==> src/rtl/trig_coincid_pkg.sv <==
// Shared mode encodings, FSM state type and popcount helper for trig_coincid_window.
package trig_coincid_pkg;

    typedef enum logic [1:0] {
        MODE_OR  = 2'b00,
        MODE_AND = 2'b01,
        MODE_MAJ = 2'b10,
        MODE_EXT = 2'b11
    } modeT;

    typedef enum logic {
        ST_IDLE = 1'b0,
        ST_HOLD = 1'b1
    } stateT;

    localparam int unsigned MAX_CH = 16;

    function automatic logic [4:0] popcount(input logic [MAX_CH-1:0] v);
        logic [4:0] n;
        n = '0;
        for (int i = 0; i < MAX_CH; i++) begin
            n = n + 5'(v[i]);
        end
        return n;
    endfunction

endpackage

==> src/rtl/trig_chan_window.sv <==
// One trigger channel: 2-flop synchroniser, delay flop for rising-edge detect and a
// retriggerable coincidence window that stays high for windowLen+1 cycles.
module trig_chan_window #(
    parameter int unsigned WIN_W = 4
) (
    input  logic             Clk,
    input  logic             reset,
    input  logic             sigIn,
    input  logic             load,
    input  logic             clear,
    input  logic [WIN_W-1:0] windowLen,
    output logic             level,
    output logic             edgeDet,
    output logic             flag
);

    logic             s1, s2, s3;
    logic [WIN_W-1:0] winCntQ, winCntD;
    logic             flagQ, flagD;

    always_ff @(posedge Clk or posedge reset) begin
        if (reset) begin
            s1      <= 1'b0;
            s2      <= 1'b0;
            s3      <= 1'b0;
            winCntQ <= '0;
            flagQ   <= 1'b0;
        end else begin
            s1      <= sigIn;
            s2      <= s1;
            s3      <= s2;
            winCntQ <= winCntD;
            flagQ   <= flagD;
        end
    end

    assign edgeDet = s2 & ~s3;
    assign level   = s2;
    assign flag    = flagQ;

    // Clear beats load so an edge landing on the fire cycle is dropped with the rest.
    always_comb begin
        winCntD = winCntQ;
        flagD   = flagQ;
        if (clear) begin
            winCntD = '0;
            flagD   = 1'b0;
        end else if (load) begin
            winCntD = windowLen;
            flagD   = 1'b1;
        end else if (flagQ) begin
            if (winCntQ != '0) begin
                winCntD = winCntQ - WIN_W'(1);
            end else begin
                flagD = 1'b0;
            end
        end
    end

endmodule

==> src/rtl/trig_coincid_window.sv <==
// Coincidence trigger: OR / AND / k-of-N / external selection with hold-off FSM.
// Optional macro TRIG_VETO_COUNT_EN adds VetoCount (edges seen while in hold-off).
module trig_coincid_window
    import trig_coincid_pkg::*;
#(
    parameter  int unsigned NCH    = 3,
    parameter  int unsigned WIN_W  = 4,
    parameter  int unsigned HOLD_W = 8,
    parameter  int unsigned CNT_W  = 16,
    localparam int unsigned MAJ_W  = $clog2(NCH + 1)
) (
    input  logic              Clk,
    input  logic              reset,
    input  logic [NCH-1:0]    TrigInB,
    input  logic              ExtTrig,
    input  logic              Enable,
    input  logic [1:0]        ModeSel,
    input  logic [NCH-1:0]    ChanMask,
    input  logic [MAJ_W-1:0]  Majority,
    input  logic [WIN_W-1:0]  WindowLen,
    input  logic [HOLD_W-1:0] HoldOff,
    input  logic              ClearCount,
    output logic              TrigOut,
    output logic              TrigAnd,
    output logic              TrigOr,
    output logic              ExtTrigSync,
    output logic              Busy,
`ifdef TRIG_VETO_COUNT_EN
    output logic [CNT_W-1:0]  VetoCount,
`endif
    output logic [CNT_W-1:0]  TrigCount
);

    stateT             stateQ, stateD;
    logic [HOLD_W-1:0] holdCntQ, holdCntD;
    logic [CNT_W-1:0]  trigCountQ, trigCountD;
    logic [NCH-1:0]    chanEdge, chanLoad, flags, maskedFlags, chanLevelUnused;
    logic              extEdge, extFlagUnused;
    logic              winClear, fire, cond, andCond;
    logic [4:0]        nSet, majK;

    for (genvar i = 0; i < NCH; i++) begin : gChan
        trig_chan_window #(.WIN_W(WIN_W)) uChan (
            .Clk      (Clk),
            .reset    (reset),
            .sigIn    (~TrigInB[i]),
            .load     (chanLoad[i]),
            .clear    (winClear),
            .windowLen(WindowLen),
            .level    (chanLevelUnused[i]),
            .edgeDet  (chanEdge[i]),
            .flag     (flags[i])
        );
    end

    // External trigger only needs the synchroniser and edge detect.
    trig_chan_window #(.WIN_W(1)) uExt (
        .Clk      (Clk),
        .reset    (reset),
        .sigIn    (ExtTrig),
        .load     (1'b0),
        .clear    (1'b1),
        .windowLen(1'b0),
        .level    (ExtTrigSync),
        .edgeDet  (extEdge),
        .flag     (extFlagUnused)
    );

    assign chanLoad    = chanEdge & ChanMask & {NCH{Enable && (stateQ == ST_IDLE)}};
    assign winClear    = !Enable || fire;
    assign maskedFlags = flags & ChanMask;
    assign nSet        = popcount(MAX_CH'(maskedFlags));
    assign majK        = (Majority == '0) ? 5'd1 : 5'(Majority);
    assign andCond     = (ChanMask != '0) && ((flags | ~ChanMask) == '1);

    always_comb begin
        cond = 1'b0;
        case (modeT'(ModeSel))
            MODE_OR:  cond = |maskedFlags;
            MODE_AND: cond = andCond;
            MODE_MAJ: cond = (nSet >= majK);
            MODE_EXT: cond = extEdge;
            default:  cond = 1'b0;
        endcase
    end

    always_comb begin
        stateD     = stateQ;
        holdCntD   = holdCntQ;
        trigCountD = trigCountQ;
        fire       = 1'b0;
        case (stateQ)
            ST_IDLE: begin
                if (Enable && cond) begin
                    fire     = 1'b1;
                    holdCntD = HoldOff;
                    stateD   = ST_HOLD;
                end
            end
            ST_HOLD: begin
                if (holdCntQ == '0) begin
                    stateD = ST_IDLE;
                end else begin
                    holdCntD = holdCntQ - HOLD_W'(1);
                end
            end
            default: stateD = ST_IDLE;
        endcase
        if (ClearCount) begin
            trigCountD = '0;
        end else if (fire && (trigCountQ != '1)) begin
            trigCountD = trigCountQ + CNT_W'(1);
        end
    end

    always_ff @(posedge Clk or posedge reset) begin
        if (reset) begin
            stateQ     <= ST_IDLE;
            holdCntQ   <= '0;
            trigCountQ <= '0;
            TrigOut    <= 1'b0;
            TrigAnd    <= 1'b0;
            TrigOr     <= 1'b0;
        end else begin
            stateQ     <= stateD;
            holdCntQ   <= holdCntD;
            trigCountQ <= trigCountD;
            TrigOut    <= fire;
            TrigAnd    <= andCond;
            TrigOr     <= |maskedFlags;
        end
    end

    assign Busy      = (stateQ == ST_HOLD);
    assign TrigCount = trigCountQ;

`ifdef TRIG_VETO_COUNT_EN
    logic [CNT_W-1:0] vetoCountQ, vetoCountD;
    logic             vetoEv;

    assign vetoEv = (stateQ == ST_HOLD) &&
                    ((modeT'(ModeSel) == MODE_EXT) ? extEdge : |(chanEdge & ChanMask));

    always_comb begin
        vetoCountD = vetoCountQ;
        if (ClearCount) begin
            vetoCountD = '0;
        end else if (vetoEv && (vetoCountQ != '1)) begin
            vetoCountD = vetoCountQ + CNT_W'(1);
        end
    end

    always_ff @(posedge Clk or posedge reset) begin
        if (reset) begin
            vetoCountQ <= '0;
        end else begin
            vetoCountQ <= vetoCountD;
        end
    end

    assign VetoCount = vetoCountQ;
`endif

endmodule

==> config.mk <==
export PLATFORM = sky130hd
export DESIGN_NAME = trig_coincid_window
export DESIGN_NICKNAME = d
export VERILOG_FILES = /design/src/rtl/trig_coincid_pkg.sv /design/src/rtl/trig_chan_window.sv /design/src/rtl/trig_coincid_window.sv
export SDC_FILE = /design/constraint.sdc
export NUM_CORES = 1
export LEC_CHECK = 0
export ABC_AREA = 1
export BUFFER_PORTS_ARGS = -buffer_cell sky130_fd_sc_hd__buf_4
export CORE_MARGIN = 2
export CORE_UTILIZATION = 36
export DETAILED_ROUTE_END_ITERATION = 10
export GPL_TIMING_DRIVEN = 0
export PLACE_DENSITY = 0.63
export SLEW_MARGIN = 15
export SYNTH_ARGS = -nofsm -noshare
export SYNTH_HDL_FRONTEND = slang
export SYNTH_SLANG_ARGS = --single-unit
==> constraint.sdc <==
create_clock -name Clk -period 3.62 [get_ports Clk]
set_input_delay 0.724 -clock Clk [delete_from_list [all_inputs] [get_ports Clk]]
set_output_delay 0.724 -clock Clk [all_outputs]
set_load 0.01 [all_outputs]
# ---- Yosys cells after proc, flatten, opt, wreduce, memory -nomap -nowiden
# Cells that the tools add are included.
dict set report word_totals {
  word_cells 116
  ff_bits 55
  output_inout_bits 21
  inputBits 27
}
dict set report classes {
  n_eq_ne 7
  mux 35
  bitwise 17
  magnitude_cmp 1
  n_reduce_logical 25
  addsub 7
}
# op n
set op_table {}
lappend op_table {{$mux W4} 12}
lappend op_table {{$mux W16} 2}
lappend op_table {{$reduce_bool A3 Y1} 7}
lappend op_table {{$add A16 B1 Y16 const B} 1}
lappend op_table {{$mux W8} 2}
lappend op_table {{$ne A16 B16 Y1 const B} 1}
lappend op_table {{$pmux W8 S2} 1}
lappend op_table {{$mux W1} 15}
lappend op_table {{$reduce_bool A4 Y1} 3}
lappend op_table {{$sub A4 B1 Y4 const B} 3}
lappend op_table {{$and A3 B3 Y3} 3}
lappend op_table {{$logic_not A8 Y1} 1}
lappend op_table {{$not A1 Y1} 8}
lappend op_table {{$reduce_and A2 Y1} 4}
lappend op_table {{$sub A8 B1 Y8 const B} 1}
lappend op_table {{$and A1 B1 Y1} 4}
lappend op_table {{$eq A2 B2 Y1 const B} 2}
lappend op_table {{$logic_and A1 B1 Y1} 4}
lappend op_table {{$logic_not A2 Y1} 2}
lappend op_table {{$pmux W1 S4} 1}
lappend op_table {{$add A2 B1 Y3} 1}
lappend op_table {{$eq A3 B3 Y1 const B} 1}
lappend op_table {{$ge A3 B2 Y1} 1}
lappend op_table {{$not A3 Y3} 1}
lappend op_table {{other kinds (11)} 11}

# ---- Longest topological paths before layout
# Gate-level depths: netlist of run 1.
dict set report logic_depth {
  word_depth 11
  depth_mapped 15
}

# ---- Cells and area by module
# Synthesis of run 1 repeated with hierarchy kept, for this count alone.
dict set report hier_totals {
  cells_unflattened 469
  hier_area_um2 3567.2
}
# mod area_each_um2 seq_area_each_um2 instances cells_per_inst
set by_module_without_submodules {}
lappend by_module_without_submodules {trig_coincid_window 2095.8 700.7 1 307}
lappend by_module_without_submodules {{trig_chan_window at gChan[0].uChan ...} 434.2 200.2 3 49}
lappend by_module_without_submodules {{trig_chan_window at uExt} 168.9 125.1 1 15}

# ---- Least setup slack after synthesis of run 1
# OpenSTA, ideal clock, no wires.
dict set report synth_timing {
  path_kind {input-to-reg}
  start {in ChanMask[0]}
  end {reg holdCntQ[2]}
  path_buffers 1
  stages 14
  path_slack_ps 1057
  t_arrival_ps 2487
  path_cell_list {nand2_1 inv_1 fa_1 inv_1 ha_1 nand2_1 nand3_1 nand2_1 a21oi_4 nand2_2 nand2_4 buf_6 nand2_1 o21ai_1}
}
dict set report synth_via {
  elab_chain_cells 8
  elab_cells_between_ends 14
  classes_between {add/sub: 2; order compare: 1; eq/ne: 2; mux: 1; bitwise: 3; reduce/logical: 5}
}
# item line_no
set synth_rtl {}
lappend synth_rtl {{start: declaration} trig_coincid_window.sv:18} ;# input logic [NCH-1:0] ChanMask,
lappend synth_rtl {{$and A3 B3 Y3 / $not A3 Y3 (equally long branches)} {trig_coincid_window.sv:71, trig_coincid_window.sv:74}}
lappend synth_rtl {{$add A1 B1 Y2 / $or A3 B3 Y3 (equally long branches)} {trig_coincid_pkg.sv:22, trig_coincid_window.sv:74}}
lappend synth_rtl {{$add A2 B1 Y3 / $eq A3 B3 Y1 (equally long branches)} {trig_coincid_pkg.sv:22, trig_coincid_window.sv:74}}
lappend synth_rtl {{$ge A3 B2 Y1 / $logic_and A1 B1 Y1 (equally long branches)} {trig_coincid_window.sv:81, trig_coincid_window.sv:74}}
lappend synth_rtl {{$pmux W1 S4 *} trig_coincid_window.sv:78} ;# case (modeT'(ModeSel))
lappend synth_rtl {{$logic_and A1 B1 Y1 *} trig_coincid_window.sv:94} ;# if (Enable && cond) begin
lappend synth_rtl {{$ne A2 B1 Y1 (no source line) *} -}
lappend synth_rtl {{$reduce_and A2 Y1 (no source line) *} -}
lappend synth_rtl {{end signal: assignment} trig_coincid_window.sv:126} ;# holdCntQ <= holdCntD;
lappend synth_rtl {{end: declaration} trig_coincid_window.sv:35} ;# logic [HOLD_W-1:0] holdCntQ, holdCntD;
# Mark *: on every way between the ends. The rest lies on a longest branch, timed or not.
# A chain may end at the register's enable or synchronous reset.

# ---- Worst setup path in the final report of run 1
# Same ends and word-level chain as after synthesis.

==> results.json, run 1 <==
{
  "wirelength_microns": 7620,
  "route.detailed.wl_per_inst_microns": 12.6,
  "ys_seq_area_share_pct": 41.3,
  "fin_skew_ns": 0.00921,
  "cts_buffers": 5,
  "setup_tns_ns": 0,
  "p_leak_nw": 2.00,
  "cts.path.max_buffers": 2,
  "slew_headroom_pct": 55.1,
  "diodes": 0,
  "worst_ep_required_time_ns": 3.86,
  "vdd_drop_max_uv": 152,
  "layout_min_cycle_time_ns": 2.60,
  "post_cts_buffers": 0,
  "synth_area_sq_um": 3340,
  "slowest_stage": "fa_1",
  "grt_max_degree": 56,
  "path_common_cell": "nand2_1",
  "yosys-top-cells-area": "dfrtp_1, nand2_1, nand3_1, inv_1, nand4_1",
  "max_clock_freq_ghz": 0.384,
  "layout_setup_ws_ns": 1.02,
  "slowest_delay_ns": 0.53,
  "dp_slack_ns": 0.679,
  "fillCellCount": 927,
  "synth_common_cells": "nand2_1, dfrtp_1, inv_1",
  "root_buffer": "clkbuf_8",
  "rsz0062_at_grt": "false",
  "htreeDepth": 2,
  "setup_viol": 0,
  "grt_overflow_total": 0,
  "ys_dominant_reg_cell": "dfrtp_1",
  "via_count": 2990,
  "worst_pin_slew_ns": 0.673,
  "critPathArrivalTime_ns": 2.84,
  "antenna_found_initial": 0,
  "rows": 35,
  "ys_ff_latch": 55,
  "synthCells": 440,
  "grtUsageTotal_pct": 15.5,
  "synth_top_area_cell": "dfrtp_1",
  "synth_edf_count": 0,
  "worstPathCellList": "buf_4 -> nand2_1 -> inv_1 -> fa_1 -> inv_1 -> ha_1 -> nand2_1 -> nand3_1 -> nand2_1 -> a21oi_4 -> nand2_2 -> nand2_4 -> buf_6 -> nand2_1 -> o21ai_1",
  "die_x_microns": 100,
  "io_buffers": 45,
  "fin_nets": 530,
  "place_congestion": 0.896,
  "avgSynthCellArea_sq_um": 7.58,
  "drt_iter0_markers": 166,
  "crit_type": "input pin to flip-flop",
  "maxCapViolCount": 0,
  "dieHeight_microns": 100,
  "fin_crit_sh_pct": 71.9,
  "regArea_sq_um": 1380,
  "total_power_mw": 1.10,
  "start_util_pct": 36.6,
  "synth_top_area_share_pct": 41.3,
  "fin_area_sq_um": 3920,
  "postRouteAntennaNets": 0,
  "yosysMostFrequentCell": "nand2_1",
  "grt_pass1_vias": 2708,
  "drive_gt1_share_pct": 17.2,
  "finalHoldViolCount": 0,
  "firstDrtPassIters": 4,
  "fin_cells": 604,
  "vias_per_cell": 4.95,
  "core_area_sq_um": 9110,
  "cts_tree": "built",
  "grt_pass1_wl_microns": 12800,
  "clock_sink_count": 55,
  "yosysWarnings": 0,
  "area_growth_pct": 17.4,
  "drt_drc_violations_left": 0,
  "postCtsHoldBufs": 0,
  "worst-path-buf-inv": 4,
  "status": "finished clean",
  "cpLargestDelayFamily": "adder cells",
  "startpoint_type": "input pin",
  "clock_latency_ns": 0.30,
  "fin_hold_ws_ns": 0.358,
  "postSynth.asyncResetShare_pct": 100,
  "clk_pin_slew_ns": 0.09,
  "dp.cells": 596,
  "cellPowerDensity_nw_per_um2": 281,
  "synth_cell_type_count": 34,
  "endpoint_kind": "flip-flop",
  "hold_path_class": "flip-flop to flip-flop",
  "die_area_sq_um": 10100,
  "dp_hpwl_microns": 5660,
  "cts_resized": 0,
  "multi_input_comb_area_sq_um": 1670,
  "crit_fanout": 10,
  "syn-num-nets": 478,
  "final_util_pct": 43.0,
  "finalMaxSlewViolations": 0,
  "placed_area_sq_um": 3810,
  "ios": 48
}
-- cell usage in the layout (no fill, tap or decap) --
master    synthesis  layout
a21oi_1           8       8
nand2_1         124     124
o21ai_1           2       2
clkinv_1          2       2
nand2_4           2       2
dfrtp_1          55      55
o21ai_2           6       6
nand2_2           3       3
nor3b_1           1       1
a21oi_4           1       1
and2_1            1       1
nor2_1           40      40
buf_2             2       2
nand3_4           1       1
nor3_2            2       2
nor3_1            3       3
nand3b_4          1       1
buf_6             3       3
nand4_1          31      31
xor2_1            8       8
ha_1             10      10
inv_2             3       3
nand3_1          41      41
inv_1            52      51
clkbuf_1          5       6
buf_4             2      47
fa_1              1       1
o21ai_0          18      18
inv_4             0       1
o21bai_1          1       1
nand3b_1          2       2
or2_2             2       2
clkbuf_8          0       7
xnor2_1           3       3
nor2_4            3       3
nor2_2            1       1
-- per-layer routing --
layer	track usage [%]	vias up	part of all wire (%)
met5	0	-	0
met3	2.79	2	4.1
met2	24.2	65	46
met4	2.53	0	0.41
met1	22.9	1398	50
li1	-	1525	-
-- flip-flops by register name (all words and copies together) (netlist names) --
name	flops
gChan.uChan.level	3
gChan.uChan.flag	3
uExt.level	1
uExt.s3	1
TrigOut	1
TrigOr	1
uExt.s1	1
TrigAnd	1
gChan.uChan.s1	3
gChan.uChan.s3	3
TrigCount	16
gChan.uChan.winCntQ	12
holdCntQ	8
Busy	1
-- where the power goes --
group	switching [mW]	leakage, nW	internal, mW
Clock	0.197	0.0515	0.175
Sequential	0.00976	0.709	0.626
Combinational	0.0551	1.24	0.0375
-- final cells by class --
cell class,count,area share (%)
multi-input cells,316,42.6
flip-flops and latches,55,35.2
repair buffers,45,8.63
inverters,57,5.53
well taps,111,3.55
clock buffers,8,2.56
plain buffers,12,1.98
-- logic make-up (layout without fill, tap and decap cells) --
| kind of cell | count (synthesis) | after routing | synth area share (%) |
|---|---|---|---|
| xor gates and xnor gates | 11 | 11 | 2.89 |
| and+or+nand+nor | 258 | 258 | 36.3 |
| buffers and inverters | 69 | 122 | 8.74 |
| AOI/OAI and AO/OA | 36 | 36 | 6.49 |
| adders and majority gates | 11 | 11 | 4.35 |
| DFF | 55 | 55 | 41.3 |
-- worst paths after layout --
check | end | start | slack (ns) | depth (start not counted)
worst max register to register | holdCntQ[2] | gChan[0].uChan.flag | 1.19 | 14
max in group asynchronous | TrigOr | reset | 2.65 | 2
min in group asynchronous | TrigCount[6] | reset | 0.52 | 2
worst max-delay path | holdCntQ[2] | ChanMask[0] | 1.02 | 15
worst min-delay path | gChan[2].uChan.level | gChan[2].uChan.s1 | 0.36 | 0
worst min register to register | gChan[2].uChan.level | gChan[2].uChan.s1 | 0.36 | 0
(Power assumes the default switching activity.)
==> run 2: changes to the inputs <==
==> constraint.sdc (replaced) <==
create_clock -name Clk -period 2.6 [get_ports Clk]
set_input_delay 0.52 -clock Clk [delete_from_list [all_inputs] [get_ports Clk]]
set_output_delay 0.52 -clock Clk [all_outputs]
set_load 0.01 [all_outputs]
==> results.json, run 2 (same netlist as run 1, synthesis figures left out) <==
{
  "status": "finished clean",
  "cts_tree": "built",
  "placed_area_sq_um": 3810,
  "regToRegEndpoint": "TrigCount[6]",
  "vdd_drop_max_uv": 211,
  "drt_drc_violations_left": 0,
  "crit_type": "flip-flop to flip-flop",
  "area_growth_pct": 17.5,
  "clock_latency_ns": 0.30,
  "htreeDepth": 2,
  "crit_path_end": "TrigCount[6]",
  "die_x_microns": 100,
  "via_count": 2977,
  "crit_fanout": 10,
  "io_buffers": 45,
  "grtUsageTotal_pct": 15.5,
  "place_congestion": 0.896,
  "grt_max_degree": 56,
  "hold_path_class": "input pin to asynchronous set/reset pin",
  "postRouteAntennaNets": 0,
  "layout_common_cells": "nand2_1, dfrtp_1, inv_1",
  "p_comb_share_pct": 8.4,
  "largest_reg_flops": 16,
  "slew_headroom_pct": 55.2,
  "drive_gt1_share_pct": 17.2,
  "rsz0062_at_grt": "false",
  "switching_share_pct": 23.8,
  "layout_commonest_cell": "nand2_1",
  "grt_pass1_wl_microns": 12800,
  "start_util_pct": 36.6,
  "drt_iter0_markers": 165,
  "ios": 48,
  "wirelength_microns": 7600,
  "clock_sink_count": 55,
  "fin_nets": 530,
  "post_cts_buffers": 0,
  "dieHeight_microns": 100,
  "dp_hpwl_microns": 5660,
  "maxCapViolCount": 0,
  "clk_pin_slew_ns": 0.10,
  "fin_crit_sh_pct": 91.6,
  "worst_ep_required_time_ns": 2.85,
  "setup_tns_ns": 0,
  "fin_hold_ws_ns": 0.315,
  "rrSetupSlack_ns": 0.22,
  "total_power_mw": 1.53,
  "worst_pin_slew_ns": 0.673,
  "rows": 35,
  "r2r_cells": 14,
  "setup_viol": 0,
  "firstDrtPassIters": 4,
  "max_clock_freq_ghz": 0.420,
  "p_int_mw": 1.17,
  "p_leak_nw": 2.00,
  "endpoint_kind": "flip-flop",
  "pwr-share-clk_pct": 33.8,
  "p_switching_mw": 0.364,
  "vias_per_cell": 4.93,
  "r2r-start": "gChan[0].uChan.flag",
  "antenna_found_initial": 0,
  "dp.cells": 596,
  "seqPwrFrac_pct": 57.8,
  "cellPowerDensity_nw_per_um2": 391,
  "fin_skew_ns": 0.00916,
  "grt_overflow_total": 0,
  "fin_cells": 604,
  "cts.path.max_buffers": 2,
  "core_area_sq_um": 9110,
  "critPathArrivalTime_ns": 2.63,
  "die_area_sq_um": 10100,
  "fin_area_sq_um": 3920,
  "root_buffer": "clkbuf_8",
  "layout_min_cycle_time_ns": 2.38,
  "startpoint_type": "flip-flop",
  "worstSetupStartpoint": "gChan[0].uChan.flag",
  "finalMaxSlewViolations": 0,
  "diodes": 0,
  "route.detailed.wl_per_inst_microns": 12.6,
  "grt_pass1_vias": 2708,
  "cts_buffers": 5,
  "finalHoldViolCount": 0
}
run 2: final cells by class:
cell class	count	area, sq um
Buffer	12	77.6
Clock buffer	8	100
Fill cell	926	5190
Inverter	57	216
Multi-Input combinational cell	316	1670
Sequential cell	55	1380
Tap cell	111	139
Timing Repair Buffer	45	338
run 2: worst max-delay path, stage by stage (launching register included):
cell and delay (ns):
dfrtp_1 0.39, nand2_1 0.10, inv_1 0.06, fa_1 0.53, inv_1 0.04, ha_1 0.26
nand2_1 0.04, nand3_1 0.07, nand2_1 0.08, a21oi_4 0.19, nand3_4 0.16, nand2_4 0.13
buf_6 0.16, nand2_1 0.06, nand2_1 0.06
run 2: what timing repair did:
action                                  4_1_cts  5_1_grt
resized for setup                             0        1
hold buffers                                  0        0
endpoints found under the setup margin        0        2
run 2: routing by layer:
metal	track usage, %	part of all wire (%)	up-vias
li1	-	-	1524
met1	22.9	50	1393
met2	24.2	45	58
met3	2.79	4.2	2
met4	2.53	0.41	0
met5	0	0	-
run 2: how the worst min path moves through the flow:
stage                                  from                   end  slack [ns]  cells past startpoint
after floorplan           gChan[0].uChan.s1  gChan[0].uChan.level        0.33                      0
after global placement    gChan[0].uChan.s1  gChan[0].uChan.level        0.34                      0
after detailed placement  gChan[2].uChan.s1  gChan[2].uChan.level        0.34                      0
after CTS                           ExtTrig               uExt.s1        0.31                      1
after global routing                ExtTrig               uExt.s1        0.31                      1
final                                 reset          TrigCount[6]        0.31                      2
run 2: power by group through the flow:
stage	Sequential (mW)	Combinational, mW	Clock, mW
CTS	0.886	0.132	0.546
finish	0.885	0.129	0.518
detailed placement	0.902	0.132	0
global route	0.887	0.147	0.569
global placement	0.902	0.130	0
floorplan	0.902	0.0653	0
run 2: through the flow:
step / util, % / setup WS [ns]
2_1_floorplan: - / 0.241
3_3_place_gp: 41.9 / -0.125
3_5_place_dp: 41.9 / -0.137
4_1_cts: 43.0 / 0.141
5_1_grt: 43.0 / 0.0134
6_report: 43.0 / 0.218
